[src/rtl/sram_b_burst_reader.sv]
// ---------------------------------------------------------------------------
// sram_b_burst_reader
//
// Read-side burst initiator for the sram_b family of banked SRAM wrappers.
// It accepts one burst request (start address + length-1) and drives the
// SRAM read port (CE1/A1). The returned words go out on a valid/ready stream
// with a last-word flag. A 2-entry output FIFO with credit accounting covers
// the one-cycle SRAM read latency. This lets the block sustain one word per
// cycle without ever overflowing the FIFO.
//
// Optional feature macro: SRAM_B_READER_ERR_EN
//   When defined, adds the sticky 'err' output. It is set at request
//   acceptance if the burst wraps past the top of the address space.
//
// Parameters:
//   ABITS     SRAM address width (also the width of req_len)
//   DBITS     SRAM data width
//
// Ports:
//   CLK        clock, rising edge
//   RSTN       synchronous active-low reset
//   req_valid  burst request valid
//   req_ready  request accepted when high with req_valid (high only in IDLE)
//   req_addr   first word address
//   req_len    burst length minus one
//   CE1        SRAM read enable (combinational from out_ready via credit)
//   A1         SRAM read address
//   Q1         SRAM read data, valid the cycle after CE1
//   out_valid  output word valid
//   out_ready  consumer ready
//   out_data   output word (FIFO head)
//   out_last   final word of the burst, qualified by out_valid
//   err        (SRAM_B_READER_ERR_EN only) sticky address-wrap flag
// ---------------------------------------------------------------------------
module sram_b_burst_reader #(
  parameter int ABITS = 12,
  parameter int DBITS = 8
) (
  input  logic             CLK,
  input  logic             RSTN,
  input  logic             req_valid,
  output logic             req_ready,
  input  logic [ABITS-1:0] req_addr,
  input  logic [ABITS-1:0] req_len,
  output logic             CE1,
  output logic [ABITS-1:0] A1,
  input  logic [DBITS-1:0] Q1,
  output logic             out_valid,
  input  logic             out_ready,
  output logic [DBITS-1:0] out_data,
  output logic             out_last
`ifdef SRAM_B_READER_ERR_EN
  ,
  output logic             err
`endif
);

  typedef enum logic [1:0] {
    IDLE  = 2'd0,
    ISSUE = 2'd1,
    DRAIN = 2'd2
  } state_t;

  state_t           state;
  logic [ABITS-1:0] addr_q;
  logic [ABITS-1:0] remain_q;
  logic             inflight_q;
  logic             inflight_last_q;

  logic [DBITS-1:0] fifo_data [2];
  logic             fifo_last [2];
  logic             rd_ptr;
  logic             wr_ptr;
  logic [1:0]       fifo_count;

  logic             pop;
  logic             push;
  logic [2:0]       occupancy;
  logic             credit_ok;
  logic             issue_last;

  // A slot is committed once a read is in flight or its word sits in the FIFO.
  // A pop in this same cycle frees a slot, so out_ready feeds CE1
  // combinationally. That path keeps the block at full rate.
  assign pop        = out_valid & out_ready;
  assign push       = inflight_q;
  assign occupancy  = {1'b0, fifo_count} + {2'b00, inflight_q};
  assign credit_ok  = (occupancy - {2'b00, pop}) < 3'd2;

  assign req_ready  = (state == IDLE);
  assign CE1        = (state == ISSUE) & credit_ok;
  assign A1         = addr_q;
  assign issue_last = CE1 & (remain_q == '0);

  assign out_valid  = (fifo_count != 2'd0);
  assign out_data   = fifo_data[rd_ptr];
  assign out_last   = fifo_last[rd_ptr];

`ifdef SRAM_B_READER_ERR_EN
  logic [ABITS:0] end_sum;
  // A carry out of addr+len means the burst runs past the top address.
  assign end_sum = {1'b0, req_addr} + {1'b0, req_len};
`endif

  // Burst control FSM. It also owns the address/remaining counters and the
  // one-deep in-flight tracker that carries the last tag alongside the read.
  always_ff @(posedge CLK) begin
    if (!RSTN) begin
      state           <= IDLE;
      addr_q          <= '0;
      remain_q        <= '0;
      inflight_q      <= 1'b0;
      inflight_last_q <= 1'b0;
`ifdef SRAM_B_READER_ERR_EN
      err             <= 1'b0;
`endif
    end else begin
      inflight_q      <= CE1;
      inflight_last_q <= issue_last;
      case (state)
        IDLE: begin
          if (req_valid) begin
            addr_q   <= req_addr;
            remain_q <= req_len;
            state    <= ISSUE;
`ifdef SRAM_B_READER_ERR_EN
            if (end_sum[ABITS]) begin
              err <= 1'b1;
            end
`endif
          end
        end
        ISSUE: begin
          if (CE1) begin
            addr_q   <= addr_q + 1'b1;
            remain_q <= remain_q - 1'b1;
            if (remain_q == '0) begin
              state <= DRAIN;
            end
          end
        end
        DRAIN: begin
          if (pop && out_last) begin
            state <= IDLE;
          end
        end
        default: state <= IDLE;
      endcase
    end
  end

  // Two-entry output FIFO. A read issued last cycle lands here now. Credit
  // accounting guarantees a free slot whenever push is high.
  always_ff @(posedge CLK) begin
    if (!RSTN) begin
      for (int i = 0; i < 2; i++) begin
        fifo_data[i] <= '0;
        fifo_last[i] <= 1'b0;
      end
      rd_ptr     <= 1'b0;
      wr_ptr     <= 1'b0;
      fifo_count <= 2'd0;
    end else begin
      if (push) begin
        fifo_data[wr_ptr] <= Q1;
        fifo_last[wr_ptr] <= inflight_last_q;
        wr_ptr            <= ~wr_ptr;
      end
      if (pop) begin
        rd_ptr <= ~rd_ptr;
      end
      case ({push, pop})
        2'b10:   fifo_count <= fifo_count + 2'd1;
        2'b01:   fifo_count <= fifo_count - 2'd1;
        default: fifo_count <= fifo_count;
      endcase
    end
  end

endmodule

[config.mk]
export PLATFORM = sky130hd
export DESIGN_NAME = sram_b_burst_reader
export DESIGN_NICKNAME = d
export VERILOG_FILES = /design/src/rtl/sram_b_burst_reader.sv
export SDC_FILE = /design/constraint.sdc
export NUM_CORES = 1
export LEC_CHECK = 0
export ABC_AREA = 1
export CAP_MARGIN = 10
export CORE_MARGIN = 4
export CORE_UTILIZATION = 46
export DETAILED_ROUTE_END_ITERATION = 8
export PLACE_DENSITY = 0.82
export SKIP_LAST_GASP = 1
export SLEW_MARGIN = 40
export SYNTH_ARGS = -nofsm -noshare
export SYNTH_HDL_FRONTEND = slang
export SYNTH_SLANG_ARGS = --single-unit
[constraint.sdc]
create_clock -name CLK -period 2.2 [get_ports CLK]
set_input_delay 0.44 -clock CLK [delete_from_list [all_inputs] [get_ports CLK]]
set_output_delay 0.44 -clock CLK [all_outputs]
set_load 0.005 [all_outputs]
==> results of run 1 <==
[sequential cells by signal, indices dropped and copies added (netlist names), named ones only]
register,flops
fifo_data,16
A1,12
inflight_q,1
fifo_count,2
fifo_last,2
wr_ptr,1
inflight_last_q,1
state,2
remain_q,12
rd_ptr,1
[repair_timing]
action / CTS / global route
cloned: 4 / 1
hold buffers: 0 / 0
hold endpoints to repair: 0 / 0
endpoints found under the setup margin: 28 / 36
setup buffers: 6 / 1
pin swaps: 9 / 14
resized for setup: 33 / 54
[critical path, stage by stage (launching register included)]
cell     delay [ns]
dfxtp_2        0.37
inv_4          0.05
a21oi_4        0.16
nand2_2        0.08
o21ai_2        0.13
inv_1          0.06
fa_1           0.50
nand3_2        0.08
nor2_1         0.10
buf_2          0.12
[final cells by class]
| class | instances | area (µm²) |
|---|---|---|
| flip-flops and latches | 51 | 1185 |
| clock buffers | 6 | 82.58 |
| well taps | 75 | 93.84 |
| repair inverters | 3 | 43.79 |
| repair buffers | 85 | 839.6 |
| fillers | 455 | 1901 |
| multi-input cells | 284 | 1568 |
| clock inverters | 2 | 16.27 |
| inverters | 45 | 191.4 |
[cell usage after synthesis]
cell       n
a211oi_1   1
a21oi_1   28
a311oi_1   1
a31oi_1    1
buf_2      5
buf_4      1
buf_6      4
clkbuf_1   5
clkinv_1   1
dfxtp_1   35
edfxtp_1  16
fa_1       1
ha_1       3
inv_1     38
inv_2      4
inv_4      2
mux2_2     8
nand2_1   99
nand2_4    2
nand3_1   28
nand3_2    1
nand3_4    1
nand3b_1   1
nand4_1    5
nor2_1    66
nor2_2     1
nor2_4     1
nor3_1     2
nor4_1     1
o21ai_0   23
o21ai_1    4
o21bai_1   1
o22ai_1    4
xor2_1     1
[per-layer routing]
| metal | track usage (%) | vias up | share of wire, % |
|---|---|---|---|
| met5 | 0 | - | 0 |
| met4 | 9.065 | 0 | 1.8 |
| met3 | 3.707 | 13 | 7.2 |
| met2 | 35.60 | 121 | 50 |
| met1 | 26.41 | 1393 | 41 |
| li1 | - | 1442 | - |
[through the flow]
step	TNS (ns)	hold slack [ns]	utilization [%]	setup WS, ns
6_report	-2.073	0.4587	67.90	-0.2049
5_1_grt	-6.421	0.4852	67.90	-0.3731
4_1_cts	-3.212	0.4609	65.05	-0.1684
3_5_place_dp	-18.28	0.4442	60.33	-0.8880
3_3_place_gp	-16.20	0.4334	60.33	-0.8279
2_1_floorplan	0	0.4257	-	0.006237
[logic make-up (layout without fill, tap and decap cells)]
| family | count (synthesis) | after routing | share of synthesized area (%) |
|---|---|---|---|
| and+or+nand+nor | 208 | 208 | 31.28 |
| AOI/OAI and AO/OA | 63 | 63 | 11.71 |
| buffers and inverters | 60 | 141 | 9.583 |
| DFF | 51 | 51 | 41.88 |
| muxes | 8 | 8 | 3.194 |
| adders and majority gates | 4 | 4 | 2.041 |
| xor gates and xnor gates | 1 | 1 | 0.3106 |
[worst paths after layout]
| kind | slack, ns | end | depth (start not counted) | startpoint |
|---|---|---|---|---|
| setup / recovery | -0.20 | CE1 | 9 | fifo_count[0]$_SDFFE_PN0P_ |
| hold / removal | 0.46 | register | 1 | rd_ptr$_SDFFE_PN0P_ |
| setup reg to reg | -0.17 | A1[1]$_SDFFE_PN0P_ | 16 | fifo_count[0]$_SDFFE_PN0P_ |
| hold reg to reg | 0.46 | register | 1 | rd_ptr$_SDFFE_PN0P_ |
[power by group]
part | internal (mW) | leakage (nW) | total, mW | switching, mW
logic | 0.622 | 1.18 | 1.40 | 0.777
clock network | 0.257 | 0.0474 | 0.584 | 0.326
registers | 1.10 | 0.456 | 1.25 | 0.147
==> Flow_metrics.wiki, run 1 <==
{| class="wikitable"
! Metric !! Value
|-
| HPWL after detailed placement || 4.947 mm
|-
| Time the worst path needs with I/O delays and setup || 2.405 ns
|-
| Violated checks || negative setup slack
|-
| Buffer levels on the longest clock path || 2
|-
| Result of the run || finished with violations
|-
| Unique cell type count in the Yosys netlist || 34
|-
| TritonCTS Buffers || 5
|-
| Iteration-0 DRC Markers || 164
|-
| Maximum achievable frequency || 0.4158 GHz
|-
| Worst slew margin || 60.82%
|-
| MaxCap Viol Count || 0
|-
| Detail-routed via count per cell || 5.388
|-
| Hold/Removal Path Class || reg -> reg
|-
| PortBufs || 59
|-
| TritonCTS Sinks || 51
|-
| Area fraction of the dominant cell type after synthesis || 24.84%
|-
| Wire length of the first global-routing pass || 12.54 mm
|-
| Net Count, Synth || 435
|-
| Die Height || 86.30 µm
|-
| Kind of launch point of the worst setup path || register
|-
| Final routed wire length divided by cell count || 14.22 µm
|-
| Largest cells by area after synthesis || dfxtp_1 (25%), edfxtp_1 (17%), nand2_1 (13%)
|-
| Count of inserted antenna diode cells || 0
|-
| Dpl cell area || 3572 µm²
|-
| DIE AREA || 7448 µm²
|-
| Final instance count without filler cells || 551
|-
| Core Box Area || 5921 µm²
|-
| Leading cell type in the layout, fill and taps excluded || nand2_1
|-
| Antenna viol nets, final || 0
|-
| Ratio of cells with drive above 1 in the final layout || 22.69%
|-
| Overall routed net length || 7.833 mm
|-
| Count of nets after finishing || 515
|-
| Routability congestion estimate || 0.8925
|-
| Critical path required time || 1.76 ns
|-
| Worst path setup slack after routing || -0.2049 ns
|-
| Sequential fraction of the synthesis area || 41.88%
|-
| TritonCTS clock tree || yes
|-
| Final period utilization || 109.3%
|-
| CTS clock-pin slew for the worst setup and hold paths || 0.09 ns
|-
| Layout-stage area growth over the synthesis result || 42.55%
|-
| Synth warnings || 0
|-
| Number of global-route vias before repair || 2765
|-
| Worst voltage drop across the vdd grid || 0.4624 mV
|-
| Kind of capture point of the worst setup path || output port
|-
| I/O pin count || 60
|-
| CP max FO || 3
|-
| Die Span X || 86.30 µm
|-
| Post-synth top area cell || dfxtp_1
|-
| Final total power || 3.232 mW
|-
| Number of remaining DRC errors || 0
|-
| Pin count of the biggest net entering global routing || 25
|-
| Setup Viol. Count Final || 24
|-
| Final Hold Vio Count || 0
|-
| Vias || 2969
|-
| Clock latency at the later pin of the worst-skew pair || 0.31 ns
|-
| All-Layer GR Usage || 21.05%
|-
| Combined area of all synthesized cells || 2820 µm²
|-
| Iteration count of the initial detailed-routing pass || 5
|-
| CP Class || reg -> out
|-
| Number of antenna violations at the first check in global routing || 0
|-
| Post-layout instance area || 4020 µm²
|-
| Remaining Overflow, GRT || 0
|-
| Cell row count || 28
|-
| Number of placed instances with taps included || 533
|-
| Data arrival time at the worst-slack endpoint || 1.96 ns
|-
| Avg Inst Size Synth || 7.140 µm²
|-
| Count of H-tree levels built during CTS || 2
|-
| Leak Pwr || 1.683 nW
|-
| Commonest non-fill, non-tap cells in the layout || nand2_1 (85), nor2_1 (60), clkdlybuf4s50_1 (57)
|-
| Pins over their slew limit || 0
|-
| Starting density of the core || 47.63%
|-
| Actual slew at the worst max-slew pin || 0.5858 ns
|-
| Maximum clock skew at final layout || 0.004492 ns
|-
| RSZ-0062 raised after global routing || true
|-
| PwrDens || 803.9 nW/µm²
|-
| Cell at the root of the clock tree || clkbuf_8
|-
| Register bit total from synthesis || 51
|-
| Synthesized netlist cell count || 395
|}
Note: power is estimated with default switching activity, not from simulation.
==> run 2: changes to the inputs <==
--- a/config.mk
+++ b/config.mk
@@ -10,7 +10,7 @@
 export CORE_MARGIN = 4
 export CORE_UTILIZATION = 46
 export DETAILED_ROUTE_END_ITERATION = 8
-export PLACE_DENSITY = 0.82
+export PLACE_DENSITY_LB_ADDON = 0.1
 export SKIP_LAST_GASP = 1
 export SLEW_MARGIN = 40
 export SYNTH_ARGS = -nofsm -noshare
==> run 2 against run 1 <==
Compared with the run above:
- the run still ends with negative setup slack left
- worst hold slack got worse by 0.0054 ns
- global-route usage fell by 0.19 points
- combinational power barely moved
- design area fell by 0.12%
- core utilization fell by 0.084 points
- register-to-register slack barely moved
- total power fell by 0.68%
- non-clock buffer count rose by 4
- critical path depth did not move
- critical endpoint unchanged
- largest cell class unchanged
- highest routed layer unchanged
==> Flow_metrics.wiki, run 2 (synthesized netlist as in run 1, its figures left out) <==
{| class="wikitable"
! Metric !! Value
|-
| Layout-stage area growth over the synthesis result || 42.37%
|-
| Clock latency at the later pin of the worst-skew pair || 0.31 ns (about the same)
|-
| Worst voltage drop across the vdd grid || 0.3771 mV (-18%)
|-
| Die Height || 86.30 µm (unchanged)
|-
| I/O pin count || 60 (unchanged)
|-
| Largest register by flop count || fifo_data
|-
| Count of H-tree levels built during CTS || 2 (unchanged)
|-
| Commonest non-fill, non-tap cells in the layout || nand2_1 (82), nor2_1 (58), clkdlybuf4s50_1 (57)
|-
| Cell Int Power || 1.969 mW (-0.59%)
|-
| All-Layer GR Usage || 20.86% (-0.19 points)
|-
| TritonCTS clock tree || yes
|-
| TritonCTS Sinks || 51 (unchanged)
|-
| Kind of capture point of the worst setup path || output port
|-
| Die Span X || 86.30 µm (unchanged)
|-
| Number of placed instances with taps included || 533 (unchanged)
|-
| Cell row count || 28 (unchanged)
|-
| Maximum achievable frequency || 0.4188 GHz (+0.72%)
|-
| Overall routed net length || 7.846 mm (+0.17%)
|-
| HPWL after detailed placement || 4.986 mm (+0.79%)
|-
| Final period utilization || 108.5% (-0.79 points)
|-
| Result of the run || finished with violations
|-
| TritonCTS Buffers || 5 (unchanged)
|-
| Remaining Overflow, GRT || 0 (unchanged)
|-
| Ratio of cells with drive above 1 in the final layout || 22.92% (+0.23 points)
|-
| Actual slew at the worst max-slew pin || 0.4667 ns (-0.1192 ns)
|-
| Routability congestion estimate || 0.8688 (-2.7%)
|-
| Leading cell type in the layout, fill and taps excluded || nand2_1
|-
| Pin count of the biggest net entering global routing || 25 (unchanged)
|-
| Buffer levels on the longest clock path || 2 (unchanged)
|-
| Worst path setup slack after routing || -0.1876 ns (+0.01729 ns)
|-
| Data arrival time at the worst-slack endpoint || 1.95 ns (about the same)
|-
| CP Class || reg -> out
|-
| Wire length of the first global-routing pass || 12.49 mm (-0.38%)
|-
| Number of remaining DRC errors || 0 (unchanged)
|-
| Final Hold Vio Count || 0 (unchanged)
|-
| Sequential fraction of design power || 38.5% (about the same)
|-
| Violated checks || negative setup slack
|-
| Power dissipated by switching net loads || 1.241 mW (-0.83%)
|-
| Clk network pwr share || 17.6% (-0.5 points)
|-
| Pins over their slew limit || 0 (unchanged)
|-
| Setup Viol. Count Final || 25 (+4.2%)
|-
| CP max FO || 3 (unchanged)
|-
| CTS clock-pin slew for the worst setup and hold paths || 0.09 ns (about the same)
|-
| Iteration count of the initial detailed-routing pass || 4 (-1)
|-
| Cell at the root of the clock tree || clkbuf_8
|-
| RSZ-0062 raised after global routing || true
|-
| Number of global-route vias before repair || 2824 (+2.1%)
|-
| DIE AREA || 7448 µm² (unchanged)
|-
| Time the worst path needs with I/O delays and setup || 2.388 ns (-0.01729 ns)
|-
| MaxCap Viol Count || 0 (unchanged)
|-
| Final routed wire length divided by cell count || 14.14 µm (-0.56%)
|-
| Count of nets after finishing || 519 (+0.78%)
|-
| Starting density of the core || 47.63% (unchanged)
|-
| Final instance count without filler cells || 555 (+0.73%)
|-
| Combinational share of power || 43.9% (+0.6 points)
|-
| Number of flip-flops under the largest register name || 16 (unchanged)
|-
| Iteration-0 DRC Markers || 173 (+5.5%)
|-
| Number of antenna violations at the first check in global routing || 0 (unchanged)
|-
| PortBufs || 59 (unchanged)
|-
| Antenna viol nets, final || 0 (unchanged)
|-
| Vias || 2916 (-1.8%)
|-
| PwrDens || 799.4 nW/µm² (-0.56%)
|-
| End-of-flow core utilization || 67.81% (-0.084 points)
|-
| Critical path required time || 1.76 ns (about the same)
|-
| Minimum setup slack after placement || -0.8506 ns (+0.03734 ns)
|-
| Count of hold-fix buffers inserted at cts || 0 (unchanged)
|-
| Detail-routed via count per cell || 5.254 (-2.5%)
|-
| Kind of launch point of the worst setup path || register
|-
| Core Box Area || 5921 µm² (unchanged)
|-
| Leak Pwr || 1.668 nW (-0.87%)
|-
| Count of inserted antenna diode cells || 0 (unchanged)
|-
| Maximum clock skew at final layout || 0.005865 ns (+0.001373 ns)
|-
| Hold/Removal Path Class || reg -> reg
|-
| Switch share || 38.67% (-0.056 points)
|-
| Worst slew margin || 68.79% (+8.0 points)
|-
| Final total power || 3.210 mW (-0.68%)
|}
==> run 2: changes by cell type in the layout (fill, tap and decap cells not counted), moves of 3 or more <==
| cell | before | now |
|---|---|---|
| a21oi_1 | 14 | 18 |
| a21oi_2 | 13 | 9 |
| buf_4 | 19 | 24 |
| nand2_1 | 85 | 82 |
| nand2_2 | 7 | 13 |
| nand2_4 | 9 | 6 |
| nand3_1 | 25 | 28 |
| nand3_2 | 4 | 1 |
| nor2_4 | 2 | 5 |
==> run 2: final cells by class <==
class | instances | area (µm²)
multi-input cells | 284 | 1545
clock buffers | 5 | 68.82
repair buffers | 89 | 869.6
well taps | 75 | 93.84
flip-flops and latches | 51 | 1185
fillers | 535 | 1906
inverters | 45 | 186.4
repair inverters | 3 | 43.79
clock inverters | 3 | 22.52
==> run 2: metrics by stage <==
| step | cell area [µm²] | setup TNS (ns) | hold slack, ns |
|---|---|---|---|
| 2_1_floorplan | 2841 | 0 | 0.4257 |
| 3_3_place_gp | 3585 | -16.26 | 0.4355 |
| 3_5_place_dp | 3585 | -17.89 | 0.4373 |
| 4_1_cts | 3770 | -2.110 | 0.4466 |
| 5_1_grt | 4015 | -6.297 | 0.4948 |
| 6_report | 4015 | -3.672 | 0.4533 |
==> run 2: what timing repair did <==
action	4_1_cts	5_1_grt
hold endpoints to repair	0	0
resized for setup	18	61
setup endpoints to repair	29	25
gates cloned	2	3
setup buffers	4	6
pin swaps	4	20
==> run 2: power groups by stage <==
stage | Sequential (mW) | Clock [mW] | Combinational, mW
after detailed placement | 1.25 | 0 | 1.07
after floorplan | 1.22 | 0 | 0.717
after CTS | 1.23 | 0.582 | 1.19
after global routing | 1.26 | 0.605 | 1.56
final | 1.24 | 0.564 | 1.41
after global placement | 1.25 | 0 | 1.05
==> run 2: path summary, 6_finish.rpt <==
check	slack, ns	depth (start not counted)	from	to
setup / recovery	-0.19	9	fifo_count[0]$_SDFFE_PN0P_	CE1
hold reg to reg	0.45	1	rd_ptr$_SDFFE_PN0P_	register
hold / removal	0.45	1	rd_ptr$_SDFFE_PN0P_	register
setup reg to reg	-0.18	14	fifo_count[0]$_SDFFE_PN0P_	remain_q[8]$_SDFFE_PN0P_
==> run 2: critical path, cell delays in order (launching register included) <==
cell and delay (ns):
dfxtp_2 0.35, inv_2 0.05, a21oi_4 0.15, nand2_2 0.08
o21ai_2 0.14, inv_1 0.07, fa_2 0.53, nand3_2 0.07
nor2_1 0.08, buf_2 0.11
==> run 2: per-layer routing <==
| layer | vias to the layer above | wire length, µm | GRT usage [%] |
|---|---|---|---|
| li1 | 1458 | - | - |
| met5 | - | 0 | 0 |
| met3 | 11 | 456 | 3.137 |
| met4 | 0 | 128 | 6.941 |
| met2 | 82 | 3959 | 37.14 |
| met1 | 1365 | 3302 | 25.76 |
==> run 3: changes to the inputs <==
--- a/config.mk
+++ b/config.mk
@@ -9,6 +9,7 @@
 export CAP_MARGIN = 10
 export CORE_MARGIN = 4
 export CORE_UTILIZATION = 46
+export CTS_BUF_LIST = sky130_fd_sc_hd__clkbuf_4 sky130_fd_sc_hd__clkbuf_8 sky130_fd_sc_hd__clkbuf_16
 export DETAILED_ROUTE_END_ITERATION = 8
 export PLACE_DENSITY_LB_ADDON = 0.1
 export SKIP_LAST_GASP = 1
==> results of run 3 <==
Final layout, timing and power as in run 2 (identical DEF).
